`src/rtl/seq_magnitude_cmp_pkg.sv`:
```
// Shared Mini-ALU compare definitions: relational op codes, FSM states and
// the flag-to-result mapping.
package seq_magnitude_cmp_pkg;

  localparam logic [2:0] CMP_EQ = 3'd0;
  localparam logic [2:0] CMP_NE = 3'd1;
  localparam logic [2:0] CMP_LT = 3'd2;
  localparam logic [2:0] CMP_LE = 3'd3;
  localparam logic [2:0] CMP_GT = 3'd4;
  localparam logic [2:0] CMP_GE = 3'd5;

  typedef enum logic [1:0] {
    ST_IDLE = 2'd0,
    ST_RUN  = 2'd1,
    ST_DONE = 2'd2
  } cmp_state_t;

  // Reserved op codes (6, 7) always evaluate false.
  function automatic logic apply_op(input logic [2:0] op, input logic gt,
                                    input logic eq, input logic lt);
    logic r;
    case (op)
      CMP_EQ:  r = eq;
      CMP_NE:  r = ~eq;
      CMP_LT:  r = lt;
      CMP_LE:  r = lt | eq;
      CMP_GT:  r = gt;
      CMP_GE:  r = gt | eq;
      default: r = 1'b0;
    endcase
    return r;
  endfunction

endpackage

```
`src/rtl/seq_magnitude_cmp_chunk_cmp.sv`:
```
// Combinational unsigned compare of one CHUNK-wide slice of A against B.
module seq_magnitude_cmp_chunk_cmp #(
  parameter int CHUNK = 2
) (
  input  logic [CHUNK-1:0] x,
  input  logic [CHUNK-1:0] y,
  output logic             gt,
  output logic             eq
);

  assign gt = (x > y);
  assign eq = (x == y);

endmodule

```
`src/rtl/seq_magnitude_cmp.sv`:
```
// Multi-cycle magnitude comparator: scans operands CHUNK bits per cycle,
// most significant chunk first, and reports gt/eq/lt plus an op result.
//
// state   | meaning
// --------+---------------------------------------------------------------
// ST_IDLE | in_ready high; capture operands and op on in_valid
// ST_RUN  | compare chunk idx; idx counts down from NCHUNK-1 to 0
// ST_DONE | out_valid high, flags/result stable until out_ready
module seq_magnitude_cmp
  import seq_magnitude_cmp_pkg::*;
#(
  parameter int WIDTH      = 8,
  parameter int CHUNK      = 2,
  parameter bit EARLY_EXIT = 1'b1
) (
  input  logic             clk,
  input  logic             reset,
  input  logic             in_valid,
  output logic             in_ready,
  input  logic [WIDTH-1:0] a,
  input  logic [WIDTH-1:0] b,
  input  logic             is_signed,
  input  logic [2:0]       op,
  output logic             out_valid,
  input  logic             out_ready,
  output logic             a_gt_b,
  output logic             a_eq_b,
  output logic             a_lt_b,
  output logic             result
);

  // WIDTH must be an integer multiple of CHUNK.
  localparam int NCHUNK = WIDTH / CHUNK;
  localparam int IDXW   = (NCHUNK > 1) ? $clog2(NCHUNK) : 1;
  localparam logic [WIDTH-1:0] MSB_MASK = {1'b1, {(WIDTH-1){1'b0}}};

  cmp_state_t       state;
  logic [WIDTH-1:0] a_q;
  logic [WIDTH-1:0] b_q;
  logic [2:0]       op_q;
  logic [IDXW-1:0]  idx;
  logic             dir_gt;
  logic             dir_lt;

  logic [CHUNK-1:0] a_chunk [NCHUNK];
  logic [CHUNK-1:0] b_chunk [NCHUNK];
  logic             c_gt;
  logic             c_eq;
  logic             last;
  logic             found;
  logic             cur_gt;
  logic             cur_lt;
  logic             stop;

  for (genvar g = 0; g < NCHUNK; g++) begin : g_split
    assign a_chunk[g] = a_q[g*CHUNK +: CHUNK];
    assign b_chunk[g] = b_q[g*CHUNK +: CHUNK];
  end

  seq_magnitude_cmp_chunk_cmp #(
    .CHUNK (CHUNK)
  ) u_chunk_cmp (
    .x  (a_chunk[idx]),
    .y  (b_chunk[idx]),
    .gt (c_gt),
    .eq (c_eq)
  );

  assign in_ready = (state == ST_IDLE);

  // Decide the running direction: the first unequal chunk wins, later chunks
  // only matter while everything above them has compared equal.
  always_comb begin
    last   = (idx == '0);
    found  = dir_gt | dir_lt;
    cur_gt = found ? dir_gt : c_gt;
    cur_lt = found ? dir_lt : ~(c_gt | c_eq);
    stop   = last | (EARLY_EXIT & ~c_eq);
  end

  // Control FSM with index down-counter and registered flags/result.
  always_ff @(posedge clk or posedge reset) begin
    if (reset) begin
      state     <= ST_IDLE;
      a_q       <= '0;
      b_q       <= '0;
      op_q      <= '0;
      idx       <= '0;
      dir_gt    <= 1'b0;
      dir_lt    <= 1'b0;
      out_valid <= 1'b0;
      a_gt_b    <= 1'b0;
      a_eq_b    <= 1'b0;
      a_lt_b    <= 1'b0;
      result    <= 1'b0;
    end else begin
      case (state)
        ST_IDLE: begin
          if (in_valid) begin
            // Flipping the sign bit maps two's complement onto unsigned order.
            a_q    <= is_signed ? (a ^ MSB_MASK) : a;
            b_q    <= is_signed ? (b ^ MSB_MASK) : b;
            op_q   <= op;
            idx    <= IDXW'(NCHUNK - 1);
            dir_gt <= 1'b0;
            dir_lt <= 1'b0;
            state  <= ST_RUN;
          end
        end
        ST_RUN: begin
          if (stop) begin
            a_gt_b    <= cur_gt;
            a_lt_b    <= cur_lt;
            a_eq_b    <= ~(cur_gt | cur_lt);
            result    <= apply_op(op_q, cur_gt, ~(cur_gt | cur_lt), cur_lt);
            out_valid <= 1'b1;
            state     <= ST_DONE;
          end else begin
            dir_gt <= cur_gt;
            dir_lt <= cur_lt;
            idx    <= idx - IDXW'(1);
          end
        end
        ST_DONE: begin
          if (out_ready) begin
            out_valid <= 1'b0;
            state     <= ST_IDLE;
          end
        end
        default: begin
          out_valid <= 1'b0;
          state     <= ST_IDLE;
        end
      endcase
    end
  end

endmodule

```
`config.mk`:
```
export PLATFORM = sky130hd
export DESIGN_NAME = seq_magnitude_cmp
export DESIGN_NICKNAME = d
export VERILOG_FILES = /design/src/rtl/seq_magnitude_cmp_pkg.sv /design/src/rtl/seq_magnitude_cmp_chunk_cmp.sv /design/src/rtl/seq_magnitude_cmp.sv
export SDC_FILE = /design/constraint.sdc
export NUM_CORES = 1
export LEC_CHECK = 0
export BUFFER_PORTS_ARGS = -buffer_cell sky130_fd_sc_hd__buf_2
export CAP_MARGIN = 20
export CORE_AREA = 2 2 54 56
export DETAILED_ROUTE_END_ITERATION = 16
export DIE_AREA = 0 0 56 58
export PLACE_DENSITY = 0.85
export SETUP_SLACK_MARGIN = 0.15
export SLEW_MARGIN = 30
export SYNTH_ARGS = -nofsm -noshare
export SYNTH_HDL_FRONTEND = slang
export SYNTH_SLANG_ARGS = --single-unit
```
`constraint.sdc`:
```
create_clock -name clk -period 4.9 [get_ports clk]
set_clock_uncertainty 0.05 [all_clocks]
set_input_delay 0.245 -clock clk [delete_from_list [all_inputs] [get_ports clk]]
set_output_delay 0.245 -clock clk [all_outputs]
set_load 0.05 [all_outputs]
```
==> results_dict.tcl, run 1 <==
set metrics [dict create \
    num_antenna_cells 0 \
    die_area_um2 3250 \
    power.leakage_nw 0.837 \
    synth_top_area_frac 0.501 \
    most-common-layout-cells "dfrtp_1 (30), buf_2 (29), mux2_4 (14)" \
    track_usage 0.210 \
    fmax_mhz 419 \
    ir_drop_mv 0.467 \
    critPathMaxStageDelay_ns 0.54 \
    synth.avg_cell_area_um2 13.0 \
    seqCellArea_um2 751 \
    hold_depth 2 \
    met1_length_um 1210 \
    rsz0062_at_grt "false" \
    grt_max_degree 31 \
    slowest_stage "mux4_2" \
    path_cells "mux4_2 > ha_1 > nand3b_1 > nand2_1 > mux2_2" \
    timing.final.ws_setup_ns 2.51 \
    cts_sinks 30 \
    num_rows 19 \
    syn-num-nets 142 \
    ys_seq_elements 30 \
    startpoint_type "flop" \
    drt_first_pass_iters 5 \
    top_layer "met4" \
    initialDrtViolationCount 14 \
    grt-ovfl-total 0 \
    maxCapViolations 0 \
    synthTopCellsByArea "dfrtp_1 (50%), mux2_4 (14%), mux4_2 (6.0%)" \
    setup.worst_path.start "idx[0]" \
    synth_area_um2 1500 \
    drc_errors 0 \
    cts_buffers 5 \
    root_buffer "clkbuf_4" \
    synth.largest_area_cell "dfrtp_1" \
    cp_top_family "multiplexers" \
    r2r-start "idx[0]" \
    worstMarginPinSlew_ns 0.616 \
    clkTransAtPathRegs_ns 0.11 \
    layout-drive-gt1-share 0.416 \
    nets 175 \
    yosys_warnings 0 \
    cp.depth 5 \
    htreeDepth 2 \
    period_minus_slack_ns 2.39 \
    synth.distinct_cells 29 \
    syn_inst 115 \
    routed-wl-met2_um 1450 \
    dp_hpwl_um 2110 \
    hold_ws_ns 0.0824 \
    grt_pass1_wl_um 5000 \
    hold_class "in -> reg" \
    die_height_um 58 \
    critPathKind "reg -> reg" \
    routed_wl_um 2890 \
    cts_tree "done" \
    clk_latency_ns 0.34 \
    dpl_worst_slack_ns 2.52 \
    multi_input_area_um2 677 \
    clockBufferDepth 2 \
    syn_to_final_growth_pct 13.8 \
    critPathBufInv 0 \
    total_power_mw 1.26 \
    r2r_end "a_eq_b" \
    worstHoldEndpoint "b_q[0]" \
    finalMaxSlewViolations 0 \
    yosysSeqAreaShare 0.501 \
    post_cts_buffers 0 \
    relSlewSlack 0.589 \
    ant_nets 0 \
    reg2reg_depth 5 \
    worst_ep_arrival_time_ns 2.55 \
    final_common_cell "dfrtp_1" \
    wl_per_cell_um 16.0 \
    start_util 0.562 \
    min-delay-start "b[0]" \
    core_um2 2660 \
    utilization 0.640 \
    cp.required_ns 5.07 \
    r2r_slack_ns 2.51 \
    fillers 229 \
    finalHoldViolations 0 \
    place_congestion 0.816 \
    numPortBuffers 29 \
    viasPerCell 5.52 \
    die_x_um 56 \
    io_pins 30 \
    grt_pass1_vias 1076 \
    powerDensity_nw_per_um2 741 \
    crit_path_max_fanout 8 \
    status "finished clean" \
    finalSetupViolations 0 \
    cp-end-kind "flop" \
    dr_total_vias 994 \
    setup_tns_ns 0 \
    final.period_utilization 0.487 \
    grt_antenna_before_repair 0 \
    dr_wl_met3_um 141 \
]
report_power, final:
group / switching [mW] / internal [mW]
registers: 0.0947 / 0.359
clock network: 0.0859 / 0.0694
logic: 0.333 / 0.321
total: 0.514 / 0.749
worst reg2reg max path, cell delays in order, from the launching register on:
cell	delay (ns)
dfrtp_1	0.52
mux4_2	0.54
ha_1	0.38
nand3b_1	0.18
nand2_1	0.25
mux2_2	0.37
cell families after synthesis:
family,count (synthesis),share of synthesized area
AND/OR/NAND/NOR,28,0.100
XOR/XNOR,3,0.0175
multiplexers,22,0.231
adder cells (fa/ha/maj),3,0.0251
AO/OA/AOI/OAI,19,0.0785
flip-flops,30,0.501
buffers and inverters,10,0.0468
how the worst max path moves through the flow:
stage	to	slack, ns
2_1_floorplan	a_eq_b	2.71
3_3_place_gp	a_eq_b	2.60
3_5_place_dp	a_eq_b	2.52
4_1_cts	a_eq_b	2.50
5_1_grt	a_eq_b	2.34
6_report	a_eq_b	2.51
flip-flops by register name (all words and copies together) (netlist names):
name       count
result         1
state          2
a_gt_b         1
a_lt_b         1
a_eq_b         1
b_q            8
dir_lt         1
out_valid      1
a_q            8
dir_gt         1
idx            2
op_q           3
per-layer routing:
layer  vias up  GRT usage
met2        34      0.338
met4         0      0.102
met5         -          0
li1        470          -
met3        11     0.0781
met1       479      0.252
cell type report:
type	count	area share
Sequential cell	30	0.441
Timing Repair Buffer	30	0.0910
Inverter	6	0.0132
Clock inverter	1	0.00294
Multi-Input combinational cell	75	0.397
Clock buffer	7	0.0323
Tap cell	31	0.0228
synthesized netlist by cell type:
cell type  instances
nor2_1             7
inv_1              6
a21oi_1            6
mux4_2             4
a21o_1             2
buf_2              1
nand3_1            1
a22oi_1            3
nor2b_1            3
and2_4             1
xnor2_1            3
nand2b_1           3
and4bb_2           1
o22ai_1            1
and2b_1            1
dfrtp_1           30
nand2_1            8
buf_6              2
a31oi_1            1
nor2_2             1
nand3b_1           1
buf_12             1
ha_1               3
o21ai_0            4
mux2_2             4
mux2_4            14
o21bai_1           1
a32o_1             1
nand4b_1           1
through the flow:
stage               cell area (um2)  cells
floorplan                      1500    115
global placement               1630    171
detailed placement             1630    171
CTS                            1700    180
global route                   1700    180
finish                         1700    180
repair_timing:
action,4_1_cts,5_1_grt
resized for setup,0,0
hold endpoints to repair,30,0
hold buffers,1,0
No activity file was read; power rests on OpenSTA's default activity.
==> run 2, diff against run 1 <==
--- a/config.mk
+++ b/config.mk
@@ -7,10 +7,10 @@
 export LEC_CHECK = 0
 export BUFFER_PORTS_ARGS = -buffer_cell sky130_fd_sc_hd__buf_2
 export CAP_MARGIN = 20
-export CORE_AREA = 2 2 54 56
+export CORE_AREA = 2 2 43 84
 export DETAILED_ROUTE_END_ITERATION = 16
-export DIE_AREA = 0 0 56 58
-export PLACE_DENSITY = 0.85
+export DIE_AREA = 0 0 45 86
+export PLACE_DENSITY = 0.75
 export SETUP_SLACK_MARGIN = 0.15
 export SLEW_MARGIN = 30
 export SYNTH_ARGS = -nofsm -noshare
==> constraint.sdc (replaced) <==
create_clock -name clk -period 2.1 [get_ports clk]
set_clock_uncertainty 0.05 [all_clocks]
set_input_delay 0.105 -clock clk [delete_from_list [all_inputs] [get_ports clk]]
set_output_delay 0.105 -clock clk [all_outputs]
set_load 0.05 [all_outputs]
==> run 2 against run 1 <==
Largest cell class unchanged. Utilization down 2.6 points. Cell count up 9.4%. First-iteration DRC count up 14%. Die area up 19%. Non-clock buffer count up 17. Clock power rose to 3.1 times the previous value. Via count up 9.0%. Sequential cell count unchanged. Sequential share of layout area down 5.7 points. Combinational power rose to 3.0 times the previous value. Power rose to 2.8 times the previous value. Count of clock-buffer cells in the layout unchanged. The run now ends with negative hold slack, negative setup slack left. Critical path type unchanged.
==> results_dict.tcl, run 2 (synthesis results as in run 1) <==
set metrics [dict create \
    status "complete, but fails checks" \
    violations "negative hold slack, negative setup slack" \
    dp_hpwl_um 2230 \
    cp.required_ns 2.25 \
    hold_depth 2 \
    critPathBufInv 1 \
    reg2reg_depth 7 \
    maxCapViolations 0 \
    finalSetupViolations 1 \
    numPortBuffers 29 \
    ir_drop_mv 0.909 \
    crit_path_max_fanout 6 \
    most-common-layout-cells "dfrtp_1 (29), buf_2 (29), mux2_4 (15)" \
    worstHoldEndpoint "op_q[2]" \
    critPathKind "reg -> reg" \
    critPathMaxStageDelay_ns 0.53 \
    hold_ws_ns -0.000971 \
    viasPerCell 5.50 \
    worst_ep_arrival_time_ns 2.28 \
    fmax_mhz 469 \
    cp_top_family "multiplexers" \
    dr_total_vias 1083 \
    start_util 0.469 \
    placed_area_um2 1700 \
    num_rows 29 \
    final.period_utilization 1.02 \
    io_pins 30 \
    num_antenna_cells 0 \
    r2r-start "idx[0]" \
    root_buffer "clkbuf_8" \
    die_x_um 45 \
    nets 192 \
    clockBufferDepth 2 \
    hold_class "in -> reg" \
    dpl_worst_slack_ns -0.103 \
    min-delay-start "op[2]" \
    cts_tree "done" \
    initialDrtViolationCount 16 \
    worstMarginPinSlew_ns 0.378 \
    track_usage 0.190 \
    ant_nets 0 \
    startpoint_type "flop" \
    clkTransAtPathRegs_ns 0.07 \
    grt_antenna_before_repair 0 \
    die_area_um2 3870 \
    power.leakage_nw 0.933 \
    r2r_slack_ns -0.03 \
    path_cells "mux4_2 > inv_2 > ha_4 > and4bb_2 > xnor2_1 > a21o_1 > a22oi_1" \
    fin_area_um2 1960 \
    drt_first_pass_iters 4 \
    cts_buffers 5 \
    period_minus_slack_ns 2.13 \
    timing.final.ws_setup_ns -0.0322 \
    grt_pass1_wl_um 5140 \
    powerDensity_nw_per_um2 1800 \
    relSlewSlack 0.748 \
    finalMaxSlewViolations 0 \
    r2r_end "result" \
    slowest_stage "mux4_2" \
    routed_wl_um 3180 \
    grt_max_degree 31 \
    htreeDepth 2 \
    total_power_mw 3.53 \
    rsz0062_at_grt "true" \
    wl_per_cell_um 16.1 \
    finalHoldViolations 1 \
    die_height_um 86 \
    clk_latency_ns 0.29 \
    layout-drive-gt1-share 0.488 \
    grt_pass1_vias 1116 \
    core_um2 3190 \
    drc_errors 0 \
    cts_sinks 30 \
    syn_to_final_growth_pct 30.8 \
    reg.largest.list "a_q x8, b_q x8, op_q x3" \
    place_congestion 0.809 \
    grt-ovfl-total 0 \
    cp-end-kind "flop" \
]
run 2: report_power, final:
group | total (mW) | switching, mW | internal, mW
registers | 1.07 | 0.227 | 0.840
clock network | 0.474 | 0.211 | 0.264
logic | 1.99 | 0.946 | 1.04
run 2: layout make-up:
type	instances	area (um2)
fill	267	1230
sequential	30	752
multi-input combinational	75	737
timing repair buffer	47	318
clock buffer	7	86.3
tap	31	38.8
inverter	6	22.5
clock inverter	1	5.00
run 2: worst max-delay path by stage:
stage	startpoint	endpoint	slack [ns]	depth (start not counted)
detailed placement	idx[0]	result	-0.10	7
floorplan	idx[0]	a_eq_b	0.06	6
global route	idx[0]	result	-0.1	6
finish	idx[0]	result	-0.03	7
global placement	idx[0]	result	-0.008	7
CTS	idx[0]	result	-0.01	6
run 2: timing repair:
item | CTS | global route
resized for setup | 7 | 8
pin swaps | 4 | 7
setup buffers | 2 | 0
endpoints found under the hold margin | 36 | 5
setup endpoints to repair | 8 | 8
hold buffers | 7 | 5
run 2: metrics by stage:
| stage | cells | util | setup TNS, ns | hold WS [ns] |
|---|---|---|---|---|
| floorplan | 115 | - | 0 | 0.146 |
| global placement | 175 | 0.531 | -0.00920 | 0.136 |
| detailed placement | 175 | 0.531 | -0.209 | 0.145 |
| CTS | 192 | 0.590 | -0.0111 | 0.000322 |
| global route | 197 | 0.614 | -0.306 | 0.00678 |
| finish | 197 | 0.614 | -0.0322 | -0.000971 |
run 2: routing by layer:
| layer | wire length (um) | GRT usage |
|---|---|---|
| met1 | 1110 | 0.204 |
| met2 | 1880 | 0.319 |
| met3 | 119 | 0.0547 |
| met4 | 76 | 0.0989 |
| met5 | 0 | 0 |
==> run 3, diff against run 2 <==
--- a/config.mk
+++ b/config.mk
@@ -10,8 +10,10 @@
 export CORE_AREA = 2 2 43 84
 export DETAILED_ROUTE_END_ITERATION = 16
 export DIE_AREA = 0 0 45 86
+export GPL_ROUTABILITY_DRIVEN = 0
 export PLACE_DENSITY = 0.75
 export SETUP_SLACK_MARGIN = 0.15
+export SKIP_CTS_REPAIR_TIMING = 1
 export SLEW_MARGIN = 30
 export SYNTH_ARGS = -nofsm -noshare
 export SYNTH_HDL_FRONTEND = slang
==> run 3 against run 2 <==
The flow still finishes with violations (negative hold slack, negative setup slack). Sequential share of layout area is 1.3 points higher. Sequential cell count stayed put. Via count is 3.5% lower. Critical endpoint unchanged. Largest cell class unchanged.
==> results_dict.tcl, run 3 (synthesis results as in run 1) <==
set metrics [dict create \
    status "complete, but fails checks" \
    violations "negative hold slack, negative setup slack" \
    final_cells 191 \
    fmax_mhz 475 \
    cp.required_ns 2.25 \
    num_antenna_cells 0 \
    hold_class "in -> reg" \
    grt_antenna_before_repair 0 \
    clkTransAtPathRegs_ns 0.06 \
    viasPerCell 5.47 \
    final.period_utilization 1.00 \
    dp_hpwl_um 2230 \
    fillers 268 \
    die_x_um 45 \
    worstMarginPinSlew_ns 0.371 \
    die_area_um2 3870 \
    finalSetupViolations 1 \
    period_minus_slack_ns 2.10 \
    start_util 0.469 \
    reg.largest.list "a_q x8, b_q x8, op_q x3" \
    nets 186 \
    die_height_um 86 \
    seqCellArea_um2 752 \
    wl_per_cell_um 16.0 \
    dp.cells 175 \
    crit_path_max_fanout 5 \
    ir_drop_mv 1.00 \
    drt_first_pass_iters 4 \
    cts_sinks 30 \
    clockBufferDepth 2 \
    routed_wl_um 3060 \
    grt_pass1_vias 1059 \
    track_usage 0.179 \
    syn_to_final_growth_pct 26.7 \
    hold_ws_ns -0.000934 \
    cp-end-kind "flop" \
    initialDrtViolationCount 18 \
    grt_pass1_wl_um 4840 \
    multi_input_area_um2 738 \
    dr_total_vias 1045 \
    utilization 0.594 \
    critPathKind "reg -> reg" \
    htreeDepth 2 \
    timing.final.ws_setup_ns -0.00354 \
    grt-ovfl-total 0 \
    finalHoldViolations 2 \
    clk_latency_ns 0.28 \
    power.leakage_nw 0.912 \
    numPortBuffers 29 \
    cts_buffers 5 \
    relSlewSlack 0.753 \
    grt_max_degree 31 \
    powerDensity_nw_per_um2 1870 \
    startpoint_type "flop" \
    layout-drive-gt1-share 0.500 \
    num_rows 29 \
    most-common-layout-cells "dfrtp_1 (29), buf_2 (29), mux2_4 (15)" \
    finalMaxSlewViolations 0 \
    drc_errors 0 \
    worst_ep_arrival_time_ns 2.25 \
    maxCapViolations 0 \
    rsz0062_at_grt "true" \
    ant_nets 0 \
    core_um2 3190 \
    io_pins 30 \
    cts_tree "done" \
    root_buffer "clkbuf_8" \
]
[run 3: metal layers]
layer,GRT usage,vias to the layer above,part of all wire
li1,-,490,-
met1,0.196,519,0.35
met2,0.295,30,0.58
met3,0.0463,6,0.043
met4,0.107,0,0.025
met5,0,-,0
[run 3: final timing paths]
| check | from | endpoint | slack, ns | cells past startpoint |
|---|---|---|---|---|
| setup / recovery | idx[0] | result | -0.004 | 7 |
| hold / removal | b[2] | b_q[2] | -0.0009 | 2 |
| setup reg to reg | idx[0] | result | -0.004 | 7 |
| hold reg to reg | a_gt_b | a_gt_b | 0.43 | 1 |
| max in group asynchronous | reset | idx[0] | 1.32 | 4 |
| min in group asynchronous | reset | op_q[0] | 0.39 | 4 |
[run 3: worst max-delay path: stages, from the launching register on]
cell	delay, ns
dfrtp_2	0.44
mux4_2	0.54
inv_2	0.09
ha_4	0.22
and4bb_2	0.24
xnor2_1	0.13
a21o_1	0.16
a22oi_1	0.17
[run 3: area by class of cell]
cell class | instances | area share
multi-input cells | 75 | 0.389
clock buffers | 7 | 0.0455
well taps | 31 | 0.0204
clock inverters | 1 | 0.00264
flip-flops and latches | 30 | 0.396
repair buffers | 41 | 0.134
inverters | 6 | 0.0119
[run 3: report_power, final]
| group | switching (mW) | internal [mW] | total (mW) | leakage [nW] |
|---|---|---|---|---|
| logic | 0.949 | 1.07 | 2.02 | 0.508 |
| clock network | 0.203 | 0.263 | 0.467 | 0.0482 |
| registers | 0.223 | 0.841 | 1.06 | 0.356 |
| total | 1.37 | 2.18 | 3.55 | 0.912 |
[run 3: through the flow]
step / hold WS [ns] / instance area (um2) / total power [mW] / worst slack, ns / setup TNS [ns]
floorplan: 0.146 / 1540 / 2.42 / 0.0593 / 0
global placement: 0.136 / 1700 / 2.72 / -0.00765 / -0.00920
detailed placement: 0.145 / 1700 / 2.82 / -0.103 / -0.209
CTS: -0.160 / 1790 / 3.30 / -0.134 / -0.277
global route: 0.000520 / 1900 / 3.78 / -0.0847 / -0.340
finish: -0.000934 / 1900 / 3.55 / -0.00354 / -0.00354
